--- src/rtl/pipe_ctrl_pkg.sv ---
// Shared types and constants for the pipeline stall/flush controller.
package pipe_ctrl_pkg;

    typedef enum logic [1:0] {
        RUN      = 2'b00,
        LU_STALL = 2'b01,
        MEM_FRZ  = 2'b10,
        FLUSH    = 2'b11
    } state_e;

    // Pipeline control bundle driven by the controller each cycle.
    typedef struct packed {
        logic pc_we;
        logic ifid_we;
        logic ifid_flush;
        logic idex_bubble;
        logic pipe_freeze;
    } ctrl_t;

    localparam ctrl_t CTRL_RUN_C    = 5'b11000;
    localparam ctrl_t CTRL_STALL_C  = 5'b00010;
    localparam ctrl_t CTRL_FLUSH_C  = 5'b11110;
    localparam ctrl_t CTRL_FREEZE_C = 5'b00001;
    localparam ctrl_t CTRL_RESET_C  = 5'b00001;

    // Control word muxed into ID/EX when a bubble is inserted.
    localparam int         CTRL_WORD_W = 9;
    localparam logic [8:0] CTRL_NOP    = 9'h000;

endpackage

--- src/rtl/pipeline_stall_ctrl_sat_counter.sv ---
// Up-counter that sticks at its maximum value; clr has priority over inc.
module sat_counter #(
    parameter int W = 8
) (
    input  logic         clk,
    input  logic         rst_n,
    input  logic         inc,
    input  logic         clr,
    output logic [W-1:0] count
);

    logic [W-1:0] count_q;
    logic [W-1:0] count_d;

    // Next count: clear, saturating increment, or hold.
    always_comb begin
        count_d = count_q;
        if (clr) begin
            count_d = {W{1'b0}};
        end else if (inc && (count_q != {W{1'b1}})) begin
            count_d = count_q + {{(W-1){1'b0}}, 1'b1};
        end else begin
            count_d = count_q;
        end
    end

    // Count register.
    always_ff @(posedge clk or negedge rst_n) begin
        if (!rst_n) begin
            count_q <= {W{1'b0}};
        end else begin
            count_q <= count_d;
        end
    end

    assign count = count_q;

endmodule

--- src/rtl/pipeline_stall_ctrl.sv ---
// Stall/flush controller for the five-stage pipeline: Mealy control outputs
// from a four-state sequencer, plus stall-cycle and hazard-timeout tracking.
module pipeline_stall_ctrl
    import pipe_ctrl_pkg::*;
#(
    parameter int CNT_W     = 16,
    parameter int MAX_STALL = 8
) (
    input  logic             clk,
    input  logic             reset,
    input  logic             hazard_req,
    input  logic             branch_taken,
    input  logic             mem_busy,
    output logic             pc_we,
    output logic             ifid_we,
    output logic             ifid_flush,
    output logic             idex_bubble,
    output logic             pipe_freeze,
    output logic [CNT_W-1:0] stall_cycles,
    output logic             stall_timeout
);

    localparam int RUN_W = $clog2(MAX_STALL + 2);

    state_e             state_q;
    state_e             state_d;
    ctrl_t              ctrl_s;
    logic               run_inc_s;
    logic               run_clr_s;
    logic [RUN_W-1:0]   run_cnt_s;
    logic               timeout_q;
    logic               timeout_d;

    // State register.
    always_ff @(posedge clk or negedge reset) begin
        if (!reset) begin
            state_q <= RUN;
        end else begin
            state_q <= state_d;
        end
    end

    // Next-state: mem_busy > branch_taken > hazard_req; MEM_FRZ releases into RUN rules.
    always_comb begin
        state_d = state_q;
        case (state_q)
            RUN, MEM_FRZ: begin
                if (mem_busy)          state_d = MEM_FRZ;
                else if (branch_taken) state_d = FLUSH;
                else if (hazard_req)   state_d = LU_STALL;
                else                   state_d = RUN;
            end
            LU_STALL: begin
                if (mem_busy)          state_d = MEM_FRZ;
                else if (branch_taken) state_d = FLUSH;
                else                   state_d = RUN;
            end
            FLUSH: begin
                if (mem_busy) state_d = MEM_FRZ;
                else          state_d = RUN;
            end
            default: state_d = RUN;
        endcase
    end

    // Output decode; reset forces a frozen, non-advancing pipeline.
    always_comb begin
        ctrl_s = CTRL_RUN_C;
        if (!reset) begin
            ctrl_s = CTRL_RESET_C;
        end else begin
            case (state_q)
                RUN, MEM_FRZ: begin
                    if (mem_busy)          ctrl_s = CTRL_FREEZE_C;
                    else if (branch_taken) ctrl_s = CTRL_FLUSH_C;
                    else if (hazard_req)   ctrl_s = CTRL_STALL_C;
                    else                   ctrl_s = CTRL_RUN_C;
                end
                LU_STALL: begin
                    if (mem_busy)          ctrl_s = CTRL_FREEZE_C;
                    else if (branch_taken) ctrl_s = CTRL_FLUSH_C;
                    else                   ctrl_s = CTRL_RUN_C;
                end
                FLUSH: begin
                    if (mem_busy) ctrl_s = CTRL_FREEZE_C;
                    else          ctrl_s = CTRL_RUN_C;
                end
                default: ctrl_s = CTRL_RESET_C;
            endcase
        end
    end

    assign pc_we       = ctrl_s.pc_we;
    assign ifid_we     = ctrl_s.ifid_we;
    assign ifid_flush  = ctrl_s.ifid_flush;
    assign idex_bubble = ctrl_s.idex_bubble;
    assign pipe_freeze = ctrl_s.pipe_freeze;

    sat_counter #(.W(CNT_W)) u_stall_cnt (
        .clk   (clk),
        .rst_n (reset),
        .inc   (~ctrl_s.pc_we),
        .clr   (1'b0),
        .count (stall_cycles)
    );

    // Hazard run length only advances where hazard_req is architecturally live;
    // in MEM_FRZ/FLUSH it holds.
    assign run_inc_s = hazard_req && ((state_q == RUN) || (state_q == LU_STALL));
    assign run_clr_s = ~hazard_req;

    sat_counter #(.W(RUN_W)) u_run_cnt (
        .clk   (clk),
        .rst_n (reset),
        .inc   (run_inc_s),
        .clr   (run_clr_s),
        .count (run_cnt_s)
    );

    // Timeout sets on the edge where the run length moves past MAX_STALL.
    always_comb begin
        timeout_d = timeout_q;
        if (run_inc_s && (run_cnt_s >= RUN_W'(MAX_STALL))) begin
            timeout_d = 1'b1;
        end else begin
            timeout_d = timeout_q;
        end
    end

    // Sticky timeout register.
    always_ff @(posedge clk or negedge reset) begin
        if (!reset) begin
            timeout_q <= 1'b0;
        end else begin
            timeout_q <= timeout_d;
        end
    end

    assign stall_timeout = timeout_q;

endmodule

--- config.mk ---
export PLATFORM = sky130hd
export DESIGN_NAME = pipeline_stall_ctrl
export DESIGN_NICKNAME = d
export VERILOG_FILES = /design/src/rtl/pipe_ctrl_pkg.sv /design/src/rtl/pipeline_stall_ctrl_sat_counter.sv /design/src/rtl/pipeline_stall_ctrl.sv
export SDC_FILE = /design/constraint.sdc
export NUM_CORES = 1
export LEC_CHECK = 0
export CORE_MARGIN = 5
export CORE_UTILIZATION = 49
export DETAILED_ROUTE_END_ITERATION = 10
export PLACE_DENSITY = 0.78
export SLEW_MARGIN = 0
export SYNTH_ARGS = -nofsm -noshare
export SYNTH_HDL_FRONTEND = slang
export SYNTH_SLANG_ARGS = --single-unit
--- constraint.sdc ---
create_clock -name clk -period 2.2 [get_ports clk]
set_input_delay 0.44 -clock clk [delete_from_list [all_inputs] [get_ports clk]]
set_output_delay 0.44 -clock clk [all_outputs]
set_load 0.02 [all_outputs]
==> flow_metrics.tcl <==
set metrics [dict create \
    status "completed" \
    syn-num-nets 120 \
    ant_nets 0 \
    fin_cells 180 \
    cts_tree "done" \
    synth_cell_type_count 35 \
    drt_first_pass_iters 4 \
    slew_headroom_pct 61.46 \
    wire_per_inst_um 14.54 \
    fin_skew_ns 0.005431 \
    async_flop_share_pct 100.0 \
    hold_slack_ns 0.4728 \
    slew_violations 0 \
    die_w_um 59.28 \
    synth-seq-cells 23 \
    dp_cells 176 \
    postCtsHoldBufs 0 \
    die_h_um 59.28 \
    hp-class "reg -> reg" \
    grt.total_usage_pct 16.91 \
    drc 0 \
    cap_violations 0 \
    grt_overflow 0 \
    leakage_nw 0.7816 \
    setup_ws_ns 0.1030 \
    cts-root-buf "clkbuf_4" \
    p_total_mw 1.325 \
    synth_area_per_cell_um2 10.62 \
    grt_pass1_vias 987 \
    dp.final_hpwl_um 2010 \
    setup_viol_count_final 0 \
    crit_required_ns 1.76 \
    worstMarginPinSlew_ns 0.5738 \
    area_growth_pct 33.12 \
    vias_per_cell 5.506 \
    grt_pass1_wl_um 4485 \
    place_congestion 0.8714 \
    postCtsSetupRepairBufs 0 \
    numPortBuffers 26 \
    synth-main-ff-cell "dfrtp_1" \
    antenna_found_initial 0 \
    initial_core_util_pct 52.28 \
    syn_area_um2 1190 \
    clockBufferDepth 2 \
    worst_setup_path_end_kind "output pin" \
    final_cell_mix "23 x dfrtp_1, 21 x clkdlybuf4s50_1, 14 x xor2_1, 12 x buf_4" \
    min_period_ns 2.097 \
    drive_above_1_share_pct 16.45 \
    rsz0062_at_grt "no" \
    die-area_um2 3514 \
    post-route-period-util_pct 95.32 \
    cts.clk_slew.worst_paths_ns 0.13 \
    ys_seq_area_share_pct 48.37 \
    numCtsBuffers 3 \
    synth_edf_count 0 \
    hold_viol 0 \
    htreeDepth 1 \
    dr_total_vias 991 \
    p_per_area_nw_per_um2 836.3 \
    drt_iter0_markers 35 \
    drt_wl_total_um 2618 \
    rows 17 \
    ir_drop_v 0.0005930 \
    worstSkewPairLatency_ns 0.32 \
    fin_tns_setup_ns 0 \
    layout_commonest_cell "dfrtp_1" \
    postSynthCellCount 112 \
    antenna_cells 0 \
    io_pins 27 \
    worstPathArrival_ns 1.66 \
    grt_max_degree 17 \
    critPathLaunchType "primary input" \
    cts.sinks 23 \
    fmax_mhz 476.9 \
    place_ws_ns -0.2628 \
    path_class "in -> out" \
    core_area_um2 2276 \
    nets 161 \
    cp_max_fo 3 \
    yosysWarnings 0 \
]
[cell type report]
| type | count | area [µm²] |
|---|---|---|
| flip-flops and latches | 23 | 575.6 |
| well taps | 28 | 35.03 |
| inverters | 3 | 11.26 |
| repair buffers | 38 | 340.3 |
| multi-input cells | 84 | 591.8 |
| clock buffers | 3 | 22.52 |
| clock inverters | 1 | 7.507 |
| fillers | 187 | 691.9 |
[per-stage QoR]
step | util (%) | instance area [µm²]
final | 69.60 | 1584
after floorplan | - | 1190
after global placement | 68.72 | 1564
after global routing | 69.60 | 1584
after detailed placement | 68.72 | 1564
after CTS | 69.76 | 1588
[kinds of logic after synthesis]
family          after synthesis  synth area share [%]
compound gates                8                 4.732
xor+xnor                     15                 11.04
fa+ha+maj                     3                 3.155
buf+inv                       5                 1.893
flops                        23                 48.37
mux                           2                 2.103
simple gates                 56                 28.71
[where the power goes]
| group | switching, mW | total, mW | internal [mW] |
|---|---|---|---|
| Combinational | 0.232 | 0.481 | 0.249 |
| Clock | 0.133 | 0.203 | 0.0694 |
| Sequential | 0.137 | 0.642 | 0.505 |
| Total | 0.502 | 1.32 | 0.823 |
[path summary, 6_finish.rpt]
| check | startpoint | endpoint | slack [ns] | depth (start not counted) |
|---|---|---|---|---|
| min in group asynchronous | reset | u_stall_cnt.count[2]$_DFFE_PN0P_ | 0.49 | 2 |
| min reg2reg | stall_timeout$_DFFE_PN0P_ | stall_timeout$_DFFE_PN0P_ | 0.47 | 1 |
| max | branch_taken | ifid_we | 0.10 | 5 |
| max reg2reg | u_stall_cnt.count[0]$_DFFE_PN0P_ | u_stall_cnt.count[1]$_DFFE_PN0P_ | 0.30 | 5 |
| max in group asynchronous | reset | u_stall_cnt.count[11]$_DFFE_PN0P_ | 1.49 | 2 |
| min | stall_timeout$_DFFE_PN0P_ | stall_timeout$_DFFE_PN0P_ | 0.47 | 1 |
[flip-flops by register name (all words and copies together) (netlist names)]
name	flops
u_stall_cnt.count	16
stall_timeout	1
state_q	2
u_run_cnt.count	4
[synthesized netlist by cell type (2+ instances only)]
cell | number | area (µm²)
o21ai_0 | 2 | 10.01
nor4_1 | 2 | 12.51
and3_1 | 4 | 25.02
inv_1 | 3 | 11.26
dfrtp_1 | 23 | 575.6
nand2b_1 | 2 | 12.51
ha_1 | 3 | 37.54
nand4_2 | 2 | 25.02
and2_1 | 2 | 12.51
nor3_1 | 9 | 45.04
nand3_1 | 8 | 40.04
nand4_1 | 2 | 12.51
nand2_1 | 9 | 33.78
xor2_1 | 14 | 122.6
nor2_1 | 5 | 18.77
nor3b_1 | 3 | 22.52
[timing repair]
action	in CTS	in global routing
resized for setup	5	2
cloned	0	0
endpoints found under the setup margin	5	1
[critical path, cell delays in order]
cell and delay, ns:
clkdlybuf4s50_1 0.44, buf_4 0.16, nor3b_2 0.19, nor2_1 0.09, dlygate4sd2_1 0.33
[metal layers]
| layer | share of wire [%] | GRT usage (%) |
|---|---|---|
| met5 | 0 | 0 |
| met3 | 5.4 | 3.486 |
| met1 | 44 | 20.47 |
| met4 | 1.0 | 7.120 |
| met2 | 50 | 28.86 |
(Power assumes the default switching activity.)
